File: src/rtl/rtsnoc_echo_mc.sv
// rtsnoc_echo_mc: buffered multi-channel packet echo engine for one RTSNoC router.
// Each channel reads flits from its router port, rewrites the header so the packet
// returns to its sender, queues it in the egress FIFO and transmits it on the same
// channel (reflect) or on the next channel of the ring (ring).
module rtsnoc_echo_mc #(
    parameter int NUM_CH         = 2,
    parameter int LOCAL_X        = 0,
    parameter int LOCAL_Y        = 0,
    parameter int SOC_SIZE_X     = 1,
    parameter int SOC_SIZE_Y     = 1,
    parameter int NOC_DATA_WIDTH = 16,
    parameter int FIFO_AW        = 2,
    localparam int SX            = SOC_SIZE_X,
    localparam int SY            = SOC_SIZE_Y,
    localparam int HDR           = 2 * SX + 2 * SY + 6,
    localparam int BUS           = NOC_DATA_WIDTH + HDR
) (
    input  logic                    clk_i,
    input  logic                    rst_i,
    input  logic                    en_i,
    input  logic                    mode_i,
    input  logic [NUM_CH*BUS-1:0]   dout_i,
    input  logic [NUM_CH-1:0]       nd_i,
    output logic [NUM_CH-1:0]       rd_o,
    output logic [NUM_CH*BUS-1:0]   din_o,
    output logic [NUM_CH-1:0]       wr_o,
    input  logic [NUM_CH-1:0]       wait_i,
    output logic [NUM_CH*16-1:0]    tx_cnt_o
);

    localparam int DEPTH = 1 << FIFO_AW;
    localparam int CW    = FIFO_AW + 1;
    localparam int OW    = SX + SY + 3;

    typedef enum logic [1:0] {IN_IDLE, IN_READ, IN_GAP} in_state_t;
    typedef enum logic {EG_IDLE, EG_SEND} eg_state_t;

    in_state_t        in_state   [NUM_CH];
    logic [2:0]       in_tgt     [NUM_CH];
    logic [2:0]       start_tgt  [NUM_CH];
    logic [NUM_CH-1:0] start_ok;

    eg_state_t        eg_state   [NUM_CH];

    logic [BUS-1:0]   mem        [NUM_CH][DEPTH];
    logic [CW-1:0]    wr_ptr     [NUM_CH];
    logic [CW-1:0]    rd_ptr     [NUM_CH];
    logic [CW-1:0]    fifo_count [NUM_CH];
    logic [NUM_CH-1:0] fifo_full;
    logic [NUM_CH-1:0] fifo_empty;
    logic [NUM_CH-1:0] fifo_open;

    logic [NUM_CH-1:0] push_en;
    logic [BUS-1:0]   push_data  [NUM_CH];

    logic             unused_dst;

    // Route each ingress in READ to its egress FIFO, building the echoed flit on the way
    always_comb begin
        for (int f = 0; f < NUM_CH; f++) begin
            push_en[f]   = 1'b0;
            push_data[f] = '0;
            for (int c = 0; c < NUM_CH; c++) begin
                if (in_state[c] == IN_READ && in_tgt[c] == 3'(f)) begin
                    push_en[f]   = 1'b1;
                    push_data[f] = {SX'(LOCAL_X), SY'(LOCAL_Y), in_tgt[c],
                                    dout_i[c*BUS + NOC_DATA_WIDTH + OW +: OW],
                                    dout_i[c*BUS +: NOC_DATA_WIDTH]};
                end
            end
        end
    end

    // The incoming destination fields are overwritten by the echo and never needed
    always_comb begin
        unused_dst = 1'b0;
        for (int c = 0; c < NUM_CH; c++) begin
            unused_dst = unused_dst ^ (^dout_i[c*BUS + NOC_DATA_WIDTH +: OW]);
        end
    end

    // FIFO occupancy; a slot about to be filled by a READ in flight is not offered again
    always_comb begin
        for (int f = 0; f < NUM_CH; f++) begin
            fifo_count[f] = wr_ptr[f] - rd_ptr[f];
            fifo_full[f]  = (fifo_count[f] == CW'(DEPTH));
            fifo_empty[f] = (fifo_count[f] == '0);
            fifo_open[f]  = !fifo_full[f] &&
                            !(push_en[f] && fifo_count[f] == CW'(DEPTH - 1));
        end
    end

    // Pick the egress for a new read from the current mode and check it has room
    always_comb begin
        for (int c = 0; c < NUM_CH; c++) begin
            start_tgt[c] = mode_i ? 3'((c + 1) % NUM_CH) : 3'(c);
            start_ok[c]  = nd_i[c] && en_i &&
                           (mode_i ? fifo_open[(c + 1) % NUM_CH] : fifo_open[c]);
        end
    end

    // Ingress FSMs: IDLE -> READ (one cycle, rd_o high) -> GAP (one cycle) -> IDLE
    always_ff @(posedge clk_i or negedge rst_i) begin
        if (!rst_i) begin
            rd_o <= '0;
            for (int c = 0; c < NUM_CH; c++) begin
                in_state[c] <= IN_IDLE;
                in_tgt[c]   <= '0;
            end
        end else begin
            for (int c = 0; c < NUM_CH; c++) begin
                case (in_state[c])
                    IN_IDLE: begin
                        if (start_ok[c]) begin
                            in_state[c] <= IN_READ;
                            in_tgt[c]   <= start_tgt[c];
                            rd_o[c]     <= 1'b1;
                        end
                    end
                    IN_READ: begin
                        in_state[c] <= IN_GAP;
                        rd_o[c]     <= 1'b0;
                    end
                    IN_GAP: begin
                        in_state[c] <= IN_IDLE;
                    end
                    default: begin
                        in_state[c] <= IN_IDLE;
                        rd_o[c]     <= 1'b0;
                    end
                endcase
            end
        end
    end

    // Write pointers advance on every push
    always_ff @(posedge clk_i or negedge rst_i) begin
        if (!rst_i) begin
            for (int f = 0; f < NUM_CH; f++) begin
                wr_ptr[f] <= '0;
            end
        end else begin
            for (int f = 0; f < NUM_CH; f++) begin
                if (push_en[f]) begin
                    wr_ptr[f] <= wr_ptr[f] + CW'(1);
                end
            end
        end
    end

    // FIFO storage needs no reset: emptiness is tracked by the pointers alone
    always_ff @(posedge clk_i) begin
        for (int f = 0; f < NUM_CH; f++) begin
            if (push_en[f]) begin
                mem[f][wr_ptr[f][FIFO_AW-1:0]] <= push_data[f];
            end
        end
    end

    // Egress FSMs: pop into din_o, hold wr_o until the router takes it, count the transfer
    always_ff @(posedge clk_i or negedge rst_i) begin
        if (!rst_i) begin
            wr_o     <= '0;
            din_o    <= '0;
            tx_cnt_o <= '0;
            for (int c = 0; c < NUM_CH; c++) begin
                eg_state[c] <= EG_IDLE;
                rd_ptr[c]   <= '0;
            end
        end else begin
            for (int c = 0; c < NUM_CH; c++) begin
                case (eg_state[c])
                    EG_IDLE: begin
                        if (!fifo_empty[c]) begin
                            din_o[c*BUS +: BUS] <= mem[c][rd_ptr[c][FIFO_AW-1:0]];
                            rd_ptr[c]           <= rd_ptr[c] + CW'(1);
                            wr_o[c]             <= 1'b1;
                            eg_state[c]         <= EG_SEND;
                        end
                    end
                    EG_SEND: begin
                        if (!wait_i[c]) begin
                            wr_o[c]               <= 1'b0;
                            tx_cnt_o[c*16 +: 16]  <= tx_cnt_o[c*16 +: 16] + 16'd1;
                            eg_state[c]           <= EG_IDLE;
                        end
                    end
                    default: begin
                        wr_o[c]     <= 1'b0;
                        eg_state[c] <= EG_IDLE;
                    end
                endcase
            end
        end
    end

endmodule

File: config.mk
export PLATFORM = sky130hd
export DESIGN_NAME = rtsnoc_echo_mc
export DESIGN_NICKNAME = d
export VERILOG_FILES = /design/src/rtl/rtsnoc_echo_mc.sv
export SDC_FILE = /design/constraint.sdc
export NUM_CORES = 1
export LEC_CHECK = 0
export BUFFER_PORTS_ARGS = -buffer_cell sky130_fd_sc_hd__buf_4
export CAP_MARGIN = 10
export CELL_PAD_IN_SITES_DETAIL_PLACEMENT = 1
export CELL_PAD_IN_SITES_GLOBAL_PLACEMENT = 2
export CORE_ASPECT_RATIO = 1.5
export CORE_UTILIZATION = 30
export DETAILED_ROUTE_END_ITERATION = 6
export GPL_TIMING_DRIVEN = 0
export PLACE_DENSITY_LB_ADDON = 0.1
export SLEW_MARGIN = 30
export SYNTH_ARGS = -nofsm -noshare
export SYNTH_HDL_FRONTEND = slang
export SYNTH_SLANG_ARGS = --single-unit
File: constraint.sdc
create_clock -name clk_i -period 2.9 [get_ports clk_i]
set_input_delay 0.29 -clock clk_i [delete_from_list [all_inputs] [get_ports clk_i]]
set_output_delay 0.29 -clock clk_i [all_outputs]
set_load 0.05 [all_outputs]
**Word-level counts from Yosys, hierarchy flattened**

Memory sizes are Yosys's and may differ from the RTL's.
Cells that the tools add are included.

- Bits in registers: 112
- Memory bits (writable): 208
- Input port bits: 60
- Logic and storage cells: 141
- Memories kept: 1

- Add/sub/neg operators: 8
- $lt $le $gt $ge: 6
- Equal/unequal tests: 16
- Muxes and demuxes: 46
- Bitwise operators: 12
- Reduce and logical (&&, ||, !) cells: 34

Memory list:

| memory | words | bits a word | read ports | clocked after Yosys merged registers in | write ports | line | text |
|---|---|---|---|---|---|---|---|
| mem | 2 | 104 | 2 | 0 | 2 | 45 | `logic [BUS-1:0] mem [NUM_CH][DEPTH];` |

Operators by type and width:

| cell | count |
|---|---|
| $mux W104 | 2 |
| $mux W26 | 7 |
| $bmux W26 S2 | 2 |
| $demux W26 S2 | 2 |
| $mux W24 | 3 |
| $add A16 B1 Y16 const B | 2 |
| $mux W1 | 20 |
| $reduce_and A2 Y1 | 10 |
| $logic_and A1 B1 Y1 | 14 |
| $add A3 B1 Y3 const B | 4 |
| $ge A3 B3 Y1 const B | 4 |
| $logic_not A3 Y1 | 4 |
| $ne A2 B2 Y1 const B | 6 |
| $not A2 Y3 | 4 |
| $pmux W1 S2 | 6 |
| $not A1 Y1 | 8 |
| $pmux W2 S2 | 2 |
| $eq A3 B1 Y1 const B | 2 |
| $eq A3 B2 Y1 const B | 2 |
| $eq A3 B3 Y1 const B | 2 |
| $lt A3 B1 Y1 const B | 2 |
| $sub A3 B3 Y3 | 2 |
| $eq A2 B1 Y1 const B | 2 |
| $eq A2 B2 Y1 const B | 2 |
| other kinds (3) | 8 |

**Longest topological paths before layout**

Gate-level depths: netlist (run 1).

- Word-level depth: 11
- Depth in mapped cells: 9

**Worst setup path after synthesis (run 1)**

No wires, ideal clock.

- Path type: register -> register
- From: reg rd_ptr[1] (netlist name)
- To: reg din_o[41]
- Library setup time: 0.125 ns
- Arrival time: 2.335 ns
- Slack: 0.441 ns
- Stages on the path, launching flop included: 8
- Clock period less this slack: 2.459 ns
- Cell sequence: dfrtp_1 -> clkbuf_1 -> inv_1 -> fa_1 -> xor3_2 -> a21oi_4 -> buf_4 -> mux2_2

- Cells in the longest elaborated chain, start to end: 4
- Elaborated cells between the ends (all ways): 8
- Those cells by class: 1 x add/sub; 3 x mux; 2 x bitwise; 2 x reduce/logical

Ends and longest elaborated chain:

| element | line | text |
|---|---|---|
| start: declaration | 47 | `logic [CW-1:0] rd_ptr [NUM_CH];` |
| start signal: indexed assignment | 176 | `rd_ptr[c] <= rd_ptr[c] + CW'(1);` |
| $sub A3 B3 Y3 / $not A2 Y3 (equally long branches) | 85, 175 |  |
| $logic_not A3 Y1 / $bmux W26 S2 (equally long branches) | 87, 175 |  |
| $not A1 Y1 (no line) / $mux W26 (equally long branches) | n/a |  |
| $reduce_and A2 Y1 (no line) / $mux W26 (equally long branches) | n/a |  |
| end signal: indexed assignment | 175 | `din_o[c*BUS +: BUS] <= mem[c][rd_ptr[c][FIFO_AW-1:0]];` |
| end: declaration | 25 | `output logic [NUM_CH*BUS-1:0] din_o,` |

Several ways; a longest one is shown, not always the timed one. The select of a mux whose other input is x is not followed.
A chain may end at the register's enable or synchronous reset.

**Final worst setup path (run 1)**

- From: reg rd_ptr[4] (netlist name)
- To: reg din_o[16]

The elaborated chain is that of the path after synthesis.

==> impl_metrics.csv, run 1 <==
group,metric,value,unit
synthesis,synth_edf_count,176,
floorplanning,pin_count,148,
synthesis,yosys.area.top_type_share,47.2,%
grt,antenna_found_initial,1,
critical_path,regToRegStartpoint,"rd_ptr[4]$_DFFE_PN0P_",
timing,fin_crit_sh,94.6,%
synthesis,synthArstFlopShare,36.2,%
finish,final_layout_size_suffix_gt1_share,34.1,%
critical_path,cp_max_fo,10,
synthesis,synth_top_area_cell,"edfxtp_1",
cts,clk_pin_slew,70,ps
floorplanning,die_h,239,um
synthesis,synthCells,626,
timing,period_minus_slack,2740,ps
critical_path,cp_data_arrival_time,3170,ps
finish,final_cell_mix,"176 x edfxtp_1, 139 x buf_4, 100 x dfrtp_1, 44 x mux4_2, 42 x a22o_1",
synthesis,synth-seq-area-share,69.6,%
placed_design,place_congestion,0.754,
routing,drtPass1Iterations,4,
routing,drc_errors,0,
timing,fin_worst_skew,8.84,ps
routing,ant_nets,0,
grt,grt_max_degree,63,
timing,hold_ws,66.1,ps
placed_design,place_hpwl,19.0,mm
critical_path,r2r_cells,8,
power,ir_drop,0.000459,V
routing,wl_per_cell,20.5,um
cts,clock-sinks,276,
critical_path,critPathRequiredTime,3330,ps
timing,tns,0,ps
floorplanning,rows,86,
cts,clk_path_buf_depth,3,
placed_design,port_buffers,129,
synthesis,ys_warn_count,0,
critical_path,startpoint_type,"register",
grt,first_global_vias,6904,
synthesis,ys.flop_type,"edfxtp_1",
cts,cts_tree,"yes",
timing,layout_setup_ws,157,ps
critical_path,crit_path_start,"rd_ptr[4]$_DFFE_PN0P_",
synthesis,synth_cell_types,51,
grt,grt_pass1_wl,41.8,mm
min_path,hp-class,"input port to register",
floorplanning,die_x,160,um
power,p_per_area,1130,nW/um^2
timing,rsz0062_at_grt,"no",
finish,fin_nets,881,
cts,numCtsBuffers,28,
flow_run,maxCapViolCount,0,
grt,grt_usage,14.6,%
cts,htree_num_levels,1,
placed_design,pre_cts_ws,-414,ps
timing,timing.slew.headroom,43.1,%
finish,layout_commonest_cell,"edfxtp_1",
critical_path,cp-end-kind,"register",
floorplanning,coreArea,36800,sq um
critical_path,r2r_end,"din_o[16]$_DFFE_PN0P_",
grt,overflow,0,
routing,wirelength,26.9,mm
synthesis,synth.area.top_cells,"edfxtp_1 47%, dfrtp_1 22%, mux4_2 8.9%, a22o_1 3.3%, mux2_1 2.5%",
critical_path,ff2ff_setup_slack,160,ps
finish,fin_util,37.7,%
synthesis,ys_seq_elements,276,
cts,clkLatencyLatePin,550,ps
floorplanning,dieArea,38100,sq um
finish,syn2layout_area_growth,24.0,%
routing,vias_per_cell,4.63,
timing,setup-violations-final,0,
critical_path,worstSetupPathType,"register to register",
power,leakage,0.00538,uW
timing,finalMaxSlewViolations,0,
timing,worstMarginPinSlew,851,ps
cts,root_buffer,"clkbuf_16",
routing,drtIter0Drc,205,
timing,max_freq,365,MHz
synthesis,synth_area,11200,sq um
synthesis,avgSynthCellArea,17.9,sq um
run_status,status,"finished, final reports clean",
timing,hold_violations,0,
critical_path,cp-endpoint,"din_o[16]$_DFFE_PN0P_",
floorplanning,start_util,30.4,%
routing,vias,6077,
==> area by class of cell <==
cell class | instances | area, sq um
repair buffers | 138 | 1170
well taps | 484 | 606
plain buffers | 33 | 193
fillers | 3760 | 22900
flip-flops and latches | 276 | 7790
clock inverters | 14 | 68.8
multi-input cells | 310 | 3230
clock buffers | 38 | 759
inverters | 18 | 67.6
diodes | 1 | 2.50
==> how the worst min path moves through the flow <==
stage                          start                     to  slack (ps)  cells after the start
2_1_floorplan                  rst_i   din_o[0]$_DFFE_PN0P_          -6                      0
4_1_cts                       mode_i  in_tgt[3]$_DFFE_PN0P_          40                      3
3_5_place_dp                   rst_i  din_o[44]$_DFFE_PN0P_         220                      1
5_1_grt                       mode_i  in_tgt[3]$_DFFE_PN0P_          70                      3
3_3_place_gp   wr_ptr[2]$_DFFE_PN0P_  wr_ptr[2]$_DFFE_PN0P_         460                      1
6_report                      mode_i  in_tgt[3]$_DFFE_PN0P_          70                      3
==> per-layer routing <==
metal,track usage [%],wire (um),part of all wire [%]
met1,17.0,10800,40
met2,27.5,14600,54
met3,2.05,948,3.5
met4,4.52,641,2.4
met5,0,0,0
==> kinds of logic after synthesis <==
family	synth area share [%]
xor+xnor	3.41
mux	13.6
simple gates	4.57
flops	69.6
other cells	0.0335
compound gates	4.62
fa+ha+maj	1.92
buf+inv	2.30
==> report_power, final <==
group	leakage, uW	switching [uW]	internal, uW
sequential	0.00284	552	5320
clock	0.000414	1490	1830
combinational	0.00212	3880	2550
total	0.00538	5920	9700
==> sequential cells by signal (all words and copies together) (netlist names) <==
signal and cells:
in_tgt 2, mem 176, wr_o 2, in_state 4, wr_ptr 6, eg_state 2, tx_cnt_o 32, rd_ptr 6
rd_o 2, din_o 44
==> repair_timing <==
item / 4_1_cts / 5_1_grt
resized for setup: 2 / 1
buffers inserted: 3 / 0
hold endpoints to repair: 38 / 0
hold buffers: 1 / 0
endpoints found under the setup margin: 58 / 5
pin swaps: 2 / 0
==> worst max-delay path, stage by stage, from the launching register on <==
cell and delay, ps:
dfrtp_1 490, buf_2 360, inv_1 140, fa_1 540
nor2b_1 340, a21oi_4 100, buf_12 150, buf_6 160
mux2_1 320
==> through the flow <==
stage | instance area (sq um) | total power, uW | cells
global placement | 12800 | 12200 | 1250
finish | 13900 | 15600 | 1312
floorplan | 11200 | 10300 | 637
detailed placement | 13000 | 12500 | 1255
CTS | 13900 | 16000 | 1311
global route | 13900 | 16500 | 1312
==> Yosys cell counts (4+ instances only) <==
cell      instances
clkbuf_1         10
and3_1            5
mux2_1           25
nor2b_1           8
o21ai_0           5
ha_1             14
buf_2            11
xor2_1           12
xnor2_1          26
nand4_1           9
buf_4            10
mux4_2           44
a22o_1           42
nor2_1           15
nand3_1           7
mux2_2           22
nor3_1            4
edfxtp_1        176
and2_1            7
dfrtp_1         100
inv_1            18
nand2_1          18
Power figures use the tool's default switching activity.
==> run 2: changes to the inputs <==
--- a/config.mk
+++ b/config.mk
@@ -11,6 +11,7 @@
 export CELL_PAD_IN_SITES_GLOBAL_PLACEMENT = 2
 export CORE_ASPECT_RATIO = 1.5
 export CORE_UTILIZATION = 30
+export CTS_BUF_LIST = sky130_fd_sc_hd__clkbuf_4 sky130_fd_sc_hd__clkbuf_8
 export DETAILED_ROUTE_END_ITERATION = 6
 export GPL_TIMING_DRIVEN = 0
 export PLACE_DENSITY_LB_ADDON = 0.1
==> impl_metrics.csv, run 2 (synthesized netlist as in run 1, its figures left out) <==
group,metric,value,unit
run_status,status,"finished, final reports clean",
finish,largest_register_ffs,176,
cts,clk_pin_slew,60,ps
critical_path,critPathTopFamily,"buffers and inverters",
floorplanning,pin_count,148,
routing,drtIter0Drc,197,
critical_path,worstSetupPathType,"register to register",
cts,clock-sinks,276,
timing,fin_crit_sh,93.9,%
timing,setup-violations-final,0,
critical_path,ff2ff_setup_slack,180,ps
finish,final_layout_size_suffix_gt1_share,37.4,%
grt,antenna_found_initial,1,
grt,overflow,0,
critical_path,r2r_end,"din_o[36]$_DFFE_PN0P_",
power,comb_power_share,40.7,%
critical_path,cp-end-kind,"register",
critical_path,regToRegStartpoint,"rd_ptr[1]$_DFFE_PN0P_",
floorplanning,coreArea,36800,sq um
floorplanning,die_h,239,um
finish,syn2layout_area_growth,25.1,%
power,p_clk_share,22.3,%
cts,clkLatencyLatePin,590,ps
cts,numCtsBuffers,46,
power,power_switching,6040,uW
power,p_per_area,1130,nW/um^2
power,seq_power_share,37.0,%
critical_path,cp_max_fo,10,
critical_path,r2r_cells,7,
timing,hold_violations,0,
routing,wirelength,27.3,mm
timing,finalMaxSlewViolations,0,
critical_path,startpoint_type,"register",
routing,vias_per_cell,4.60,
routing,wl_per_cell,20.3,um
cts,clk_path_buf_depth,3,
timing,timing.slew.headroom,43.2,%
floorplanning,die_x,160,um
timing,worstMarginPinSlew,849,ps
grt,grt_usage,15.0,%
min_path,hold_start,"wait_i[1]",
critical_path,path_cells,"clkbuf_2 -> inv_1 -> fa_1 -> xor3_2 -> a21oi_4 -> buf_4 -> mux2_1",
cts,cts_tree,"yes",
finish,fin_util,38.1,%
critical_path,cp_data_arrival_time,3160,ps
floorplanning,start_util,30.4,%
timing,tns,0,ps
cts,root_buffer,"clkbuf_8",
floorplanning,rows,86,
placed_design,port_buffers,129,
routing,drc_errors,0,
flow_run,maxCapViolCount,0,
power,switching_share,38.1,%
critical_path,crit_buf_inv,3,
cts,htree_num_levels,2,
critical_path,critPathMaxStageDelay,500,ps
min_path,hold-path-cell-count,3,
grt,grt_pass1_wl,42.4,mm
finish,fin_nets,900,
routing,drtPass1Iterations,4,
power,ir_drop,0.000489,V
timing,max_freq,367,MHz
min_path,hp-class,"input port to register",
grt,first_global_vias,7093,
finish,layout_commonest_cell,"edfxtp_1",
power,p_int,9820,uW
placed_design,place_hpwl,19.0,mm
timing,fin_worst_skew,35.3,ps
critical_path,critPathSlowestCell,"dfrtp_1",
placed_design,place_congestion,0.754,
timing,period_minus_slack,2720,ps
power,leakage,0.00546,uW
routing,ant_nets,0,
grt,grt_max_degree,63,
critical_path,critPathRequiredTime,3340,ps
finish,final_cell_mix,"176 x edfxtp_1, 139 x buf_4, 100 x dfrtp_1, 50 x clkbuf_8, 44 x mux4_2",
min_path,whs_endpoint,"tx_cnt_o[18]$_DFFE_PN0P_",
timing,rsz0062_at_grt,"no",
routing,vias,6196,
floorplanning,dieArea,38100,sq um
[run 2: layer usage]
layer	GRT usage, %	part of all wire (%)	vias to the layer above
li1	-	-	2796
met1	16.7	40	3216
met2	27.8	54	135
met3	2.95	3.6	49
met4	5.77	2.9	0
met5	0	0	-
[run 2: what timing repair did]
| action | in CTS | in global routing |
|---|---|---|
| gates resized for setup | 2 | 2 |
| pin swaps | 2 | 0 |
| hold buffers | 2 | 0 |
| endpoints found under the setup margin | 58 | 10 |
| endpoints found under the hold margin | 55 | 0 |
| setup buffers | 3 | 0 |
[run 2: power by group through the flow]
stage	combinational [uW]	sequential [uW]	clock, uW
3_5_place_dp	6500	5960	0
2_1_floorplan	2990	7270	0
6_report	6460	5870	3530
3_3_place_gp	6280	5920	0
5_1_grt	6960	5990	3830
4_1_cts	6650	5900	3680
[run 2: stage by stage]
| stage | worst slack (ps) | std cells | hold slack (ps) | total power [uW] | instance area, sq um |
|---|---|---|---|---|---|
| after floorplan | 441 | 637 | -5.59 | 10300 | 11200 |
| after detailed placement | -414 | 1255 | 220 | 12500 | 13000 |
| after global placement | -1000 | 1250 | 457 | 12200 | 12800 |
| final | 178 | 1346 | 70.5 | 15900 | 14000 |
| after CTS | 33.7 | 1345 | 25.0 | 16200 | 14000 |
| after global routing | 44.0 | 1346 | 40.1 | 16800 | 14000 |
[run 2: tightest hold or removal path, stage by stage]
cell and delay [ps]:
buf_4 90, nand3b_1 160, xnor2_1 90
[run 2: worst max-delay path by stage]
stage	startpoint	endpoint	slack, ps	depth (start not counted)
finish	rd_ptr[1]$_DFFE_PN0P_	din_o[36]$_DFFE_PN0P_	180	7
floorplan	rd_ptr[1]$_DFFE_PN0P_	din_o[41]$_DFFE_PN0P_	440	7
global placement	in_state[1]$_DFFE_PN0P_	mem[0][12]$_DFFE_PP_	-1000	3
detailed placement	rd_ptr[1]$_DFFE_PN0P_	din_o[41]$_DFFE_PN0P_	-410	7
global route	rd_ptr[1]$_DFFE_PN0P_	din_o[41]$_DFFE_PN0P_	40	7
CTS	rd_ptr[4]$_DFFE_PN0P_	din_o[16]$_DFFE_PN0P_	30	8
[run 2: cell type report]
| type | count | area [sq um] |
|---|---|---|
| fillers | 3784 | 22800 |
| flip-flops and latches | 276 | 7790 |
| multi-input cells | 310 | 3230 |
| repair buffers | 139 | 1180 |
| clock buffers | 71 | 846 |
| well taps | 484 | 606 |
| plain buffers | 33 | 195 |
| clock inverters | 14 | 98.8 |
| inverters | 18 | 67.6 |
| diodes | 1 | 2.50 |
==> run 3: changes to the inputs <==
--- a/config.mk
+++ b/config.mk
@@ -5,13 +5,13 @@
 export SDC_FILE = /design/constraint.sdc
 export NUM_CORES = 1
 export LEC_CHECK = 0
+export ABC_AREA = 1
 export BUFFER_PORTS_ARGS = -buffer_cell sky130_fd_sc_hd__buf_4
 export CAP_MARGIN = 10
 export CELL_PAD_IN_SITES_DETAIL_PLACEMENT = 1
 export CELL_PAD_IN_SITES_GLOBAL_PLACEMENT = 2
 export CORE_ASPECT_RATIO = 1.5
 export CORE_UTILIZATION = 30
-export CTS_BUF_LIST = sky130_fd_sc_hd__clkbuf_4 sky130_fd_sc_hd__clkbuf_8
 export DETAILED_ROUTE_END_ITERATION = 6
 export GPL_TIMING_DRIVEN = 0
 export PLACE_DENSITY_LB_ADDON = 0.1
==> impl_metrics.csv, run 3 <==
group,metric,value,unit
run_status,status,"finished, final reports clean",
cts,clk_pin_slew,60,ps
synthesis,synthTopCellsByCount,"176 x edfxtp_1, 113 x nor2_1, 104 x inv_1",
critical_path,cp_common_cell,"inv_1",
power,power_switching,6940,uW
synthesis,synth_area,11600,sq um
critical_path,critPathSlowestCell,"fa_1",
synthesis,ys_warn_count,0,
finish,fin_nets,1186,
floorplanning,rows,87,
placed_design,pre_cts_ws,-181,ps
flow_run,maxCapViolCount,0,
floorplanning,start_util,30.6,%
synthesis,synthCells,928,
synthesis,yosysMostFrequentCell,"edfxtp_1",
critical_path,cp_data_arrival_time,3060,ps
critical_path,worstSetupPathType,"register to register",
grt,grt_max_degree,63,
power,seq_power_share,33.0,%
power,p_int,10700,uW
timing,fin_worst_skew,16.7,ps
finish,layout_commonest_cell,"edfxtp_1",
critical_path,critPathRequiredTime,3340,ps
power,comb_power_share,42.8,%
floorplanning,coreArea,37900,sq um
timing,setup-violations-final,0,
grt,grt_usage,16.1,%
routing,drtPass1Iterations,4,
placed_design,place_congestion,0.752,
cts,clk_path_buf_depth,3,
synthesis,synth_edf_count,176,
timing,hold_violations,0,
critical_path,path_cells,"inv_1 -> fa_1 -> inv_1 -> nand2_1 -> o21ai_4 -> buf_12 -> mux2_4",
finish,largest_register_ffs,176,
timing,period_minus_slack,2620,ps
grt,overflow,0,
cts,cts_resized,0,
synthesis,synthArstFlopShare,36.2,%
synthesis,ys_seq_elements,276,
synthesis,synth.area.top_cells,"edfxtp_1 46%, dfrtp_1 22%, o22ai_1 4.6%, o21ai_0 4.0%, nor2_1 3.7%",
timing,worstMarginPinSlew,746,ps
power,switching_share,39.4,%
timing,fin_crit_sh,90.4,%
synthesis,synth_cell_types,32,
floorplanning,pin_count,148,
critical_path,cp_max_fo,15,
finish,diodes,0,
cts,htree_num_levels,1,
grt,antenna_found_initial,0,
cts,clkLatencyLatePin,560,ps
cts,root_buffer,"clkbuf_16",
timing,timing.slew.headroom,50.3,%
floorplanning,dieArea,39400,sq um
routing,vias,7496,
synthesis,ys.flop_type,"edfxtp_1",
power,p_total,17600,uW
power,p_per_area,1210,nW/um^2
routing,wl_per_cell,18.9,um
finish,final_layout_size_suffix_gt1_share,24.7,%
critical_path,cp-end-kind,"register",
power,leakage,0.00606,uW
critical_path,critPathTopFamily,"buffers and inverters",
routing,ant_nets,0,
power,ir_drop,0.000550,V
synthesis,avgSynthCellArea,12.5,sq um
finish,nFillCells,4039,
routing,wirelength,30.7,mm
timing,finalMaxSlewViolations,0,
cts,numCtsBuffers,29,
timing,hold_ws,31.5,ps
cts,cts_tree,"yes",
floorplanning,die_h,243,um
timing,rsz0062_at_grt,"no",
routing,vias_per_cell,4.62,
finish,fin_util,38.5,%
floorplanning,die_x,162,um
critical_path,critPathMaxStageDelay,500,ps
power,p_clk_share,24.2,%
critical_path,startpoint_type,"register",
finish,syn2layout_area_growth,26.0,%
synthesis,synth_top_area_cell,"edfxtp_1",
routing,drc_errors,0,
grt,grt_pass1_wl,47.8,mm
finish,final_cell_mix,"176 x edfxtp_1, 139 x buf_4, 107 x nor2_1, 102 x inv_1, 100 x dfrtp_1",
synthesis,synth-seq-area-share,67.2,%
routing,drtIter0Drc,296,
placed_design,place_hpwl,22.0,mm
cts,clock-sinks,276,
grt,first_global_vias,8237,
placed_design,port_buffers,129,
synthesis,yosys.area.top_type_share,45.6,%
critical_path,crit_buf_inv,3,
timing,layout_setup_ws,280,ps
critical_path,ff2ff_setup_slack,280,ps
timing,max_freq,382,MHz
min_path,hp-class,"input port to register",
-- run 3: cell count changes after synthesis, moves of 37 or more --
cell     previous run  this run
nand2_1            18        55
a22o_1             42         0
nor2_1             15       113
o21ai_0             5        92
o22ai_1             0        86
mux4_2             44         0
inv_1              18       104
-- run 3: layout make-up --
cell class / instances / area (sq um) / share of cell area (%)
Tap cell: 489 / 612 / 4.19
Clock inverter: 21 / 352 / 2.41
Buffer: 44 / 253 / 1.73
Sequential cell: 276 / 7790 / 53.3
Inverter: 108 / 405 / 2.78
Clock buffer: 33 / 751 / 5.14
Timing Repair Buffer: 142 / 1220 / 8.35
Multi-Input combinational cell: 509 / 3220 / 22.1
-- run 3: through the flow --
stage	std cells	instance area, sq um	setup TNS, ps
after detailed placement	1564	13400	-3430
after floorplan	939	11600	0
final	1622	14600	0
after CTS	1618	14600	0
after global placement	1557	13200	-67610
after global routing	1622	14600	0
-- run 3: path summary, 6_finish.rpt --
check                                        start                 endpoint  cells past startpoint
setup / recovery             rd_ptr[1]$_DFFE_PN0P_    din_o[39]$_DFFE_PN0P_                      7
hold / removal                           wait_i[1]    eg_state[0]$_DFF_PN0_                      3
setup reg to reg             rd_ptr[1]$_DFFE_PN0P_    din_o[39]$_DFFE_PN0P_                      7
hold reg to reg            in_state[1]$_DFFE_PN0P_  in_state[1]$_DFFE_PN0P_                      1
max in group asynchronous                    rst_i     din_o[7]$_DFFE_PN0P_                      3
min in group asynchronous                    rst_i    wr_ptr[1]$_DFFE_PN0P_                      2
-- run 3: power groups by stage --
| stage | clock network [uW] | registers, uW | logic, uW |
|---|---|---|---|
| final | 4270 | 5810 | 7550 |
| after global routing | 4510 | 5940 | 8210 |
| after CTS | 4390 | 5830 | 7640 |
| after detailed placement | 0 | 5910 | 7620 |
| after global placement | 0 | 5900 | 7370 |
| after floorplan | 0 | 7270 | 3670 |
-- run 3: kinds of logic after synthesis --
family	count (synthesis)	synth area share (%)
buffers and inverters	154	5.74
AO/OA/AOI/OAI	184	9.07
flip-flops	276	67.2
adder cells (fa/ha/maj)	16	1.86
XOR/XNOR	38	2.87
other	1	0.0324
multiplexers	44	5.18
AND/OR/NAND/NOR	215	8.03
-- run 3: per-layer routing --
layer  vias to the layer above  track usage [%]  wire (um)
met4                         0             5.13        716
met5                         -                0          0
li1                       3574                -          -
met2                       142             30.2      16400
met3                        42             2.08       1080
met1                      3738             18.5      12500
-- run 3: worst min-delay path: stages --
cell and delay (ps):
buf_4 110, inv_1 70, o21ai_0 70
-- run 3: timing repair --
| item | CTS | global route |
|---|---|---|
| buffers inserted | 0 | 4 |
| setup endpoints to repair | 37 | 14 |
| pin swaps | 0 | 1 |
| hold buffers | 2 | 0 |
| hold endpoints to repair | 39 | 0 |
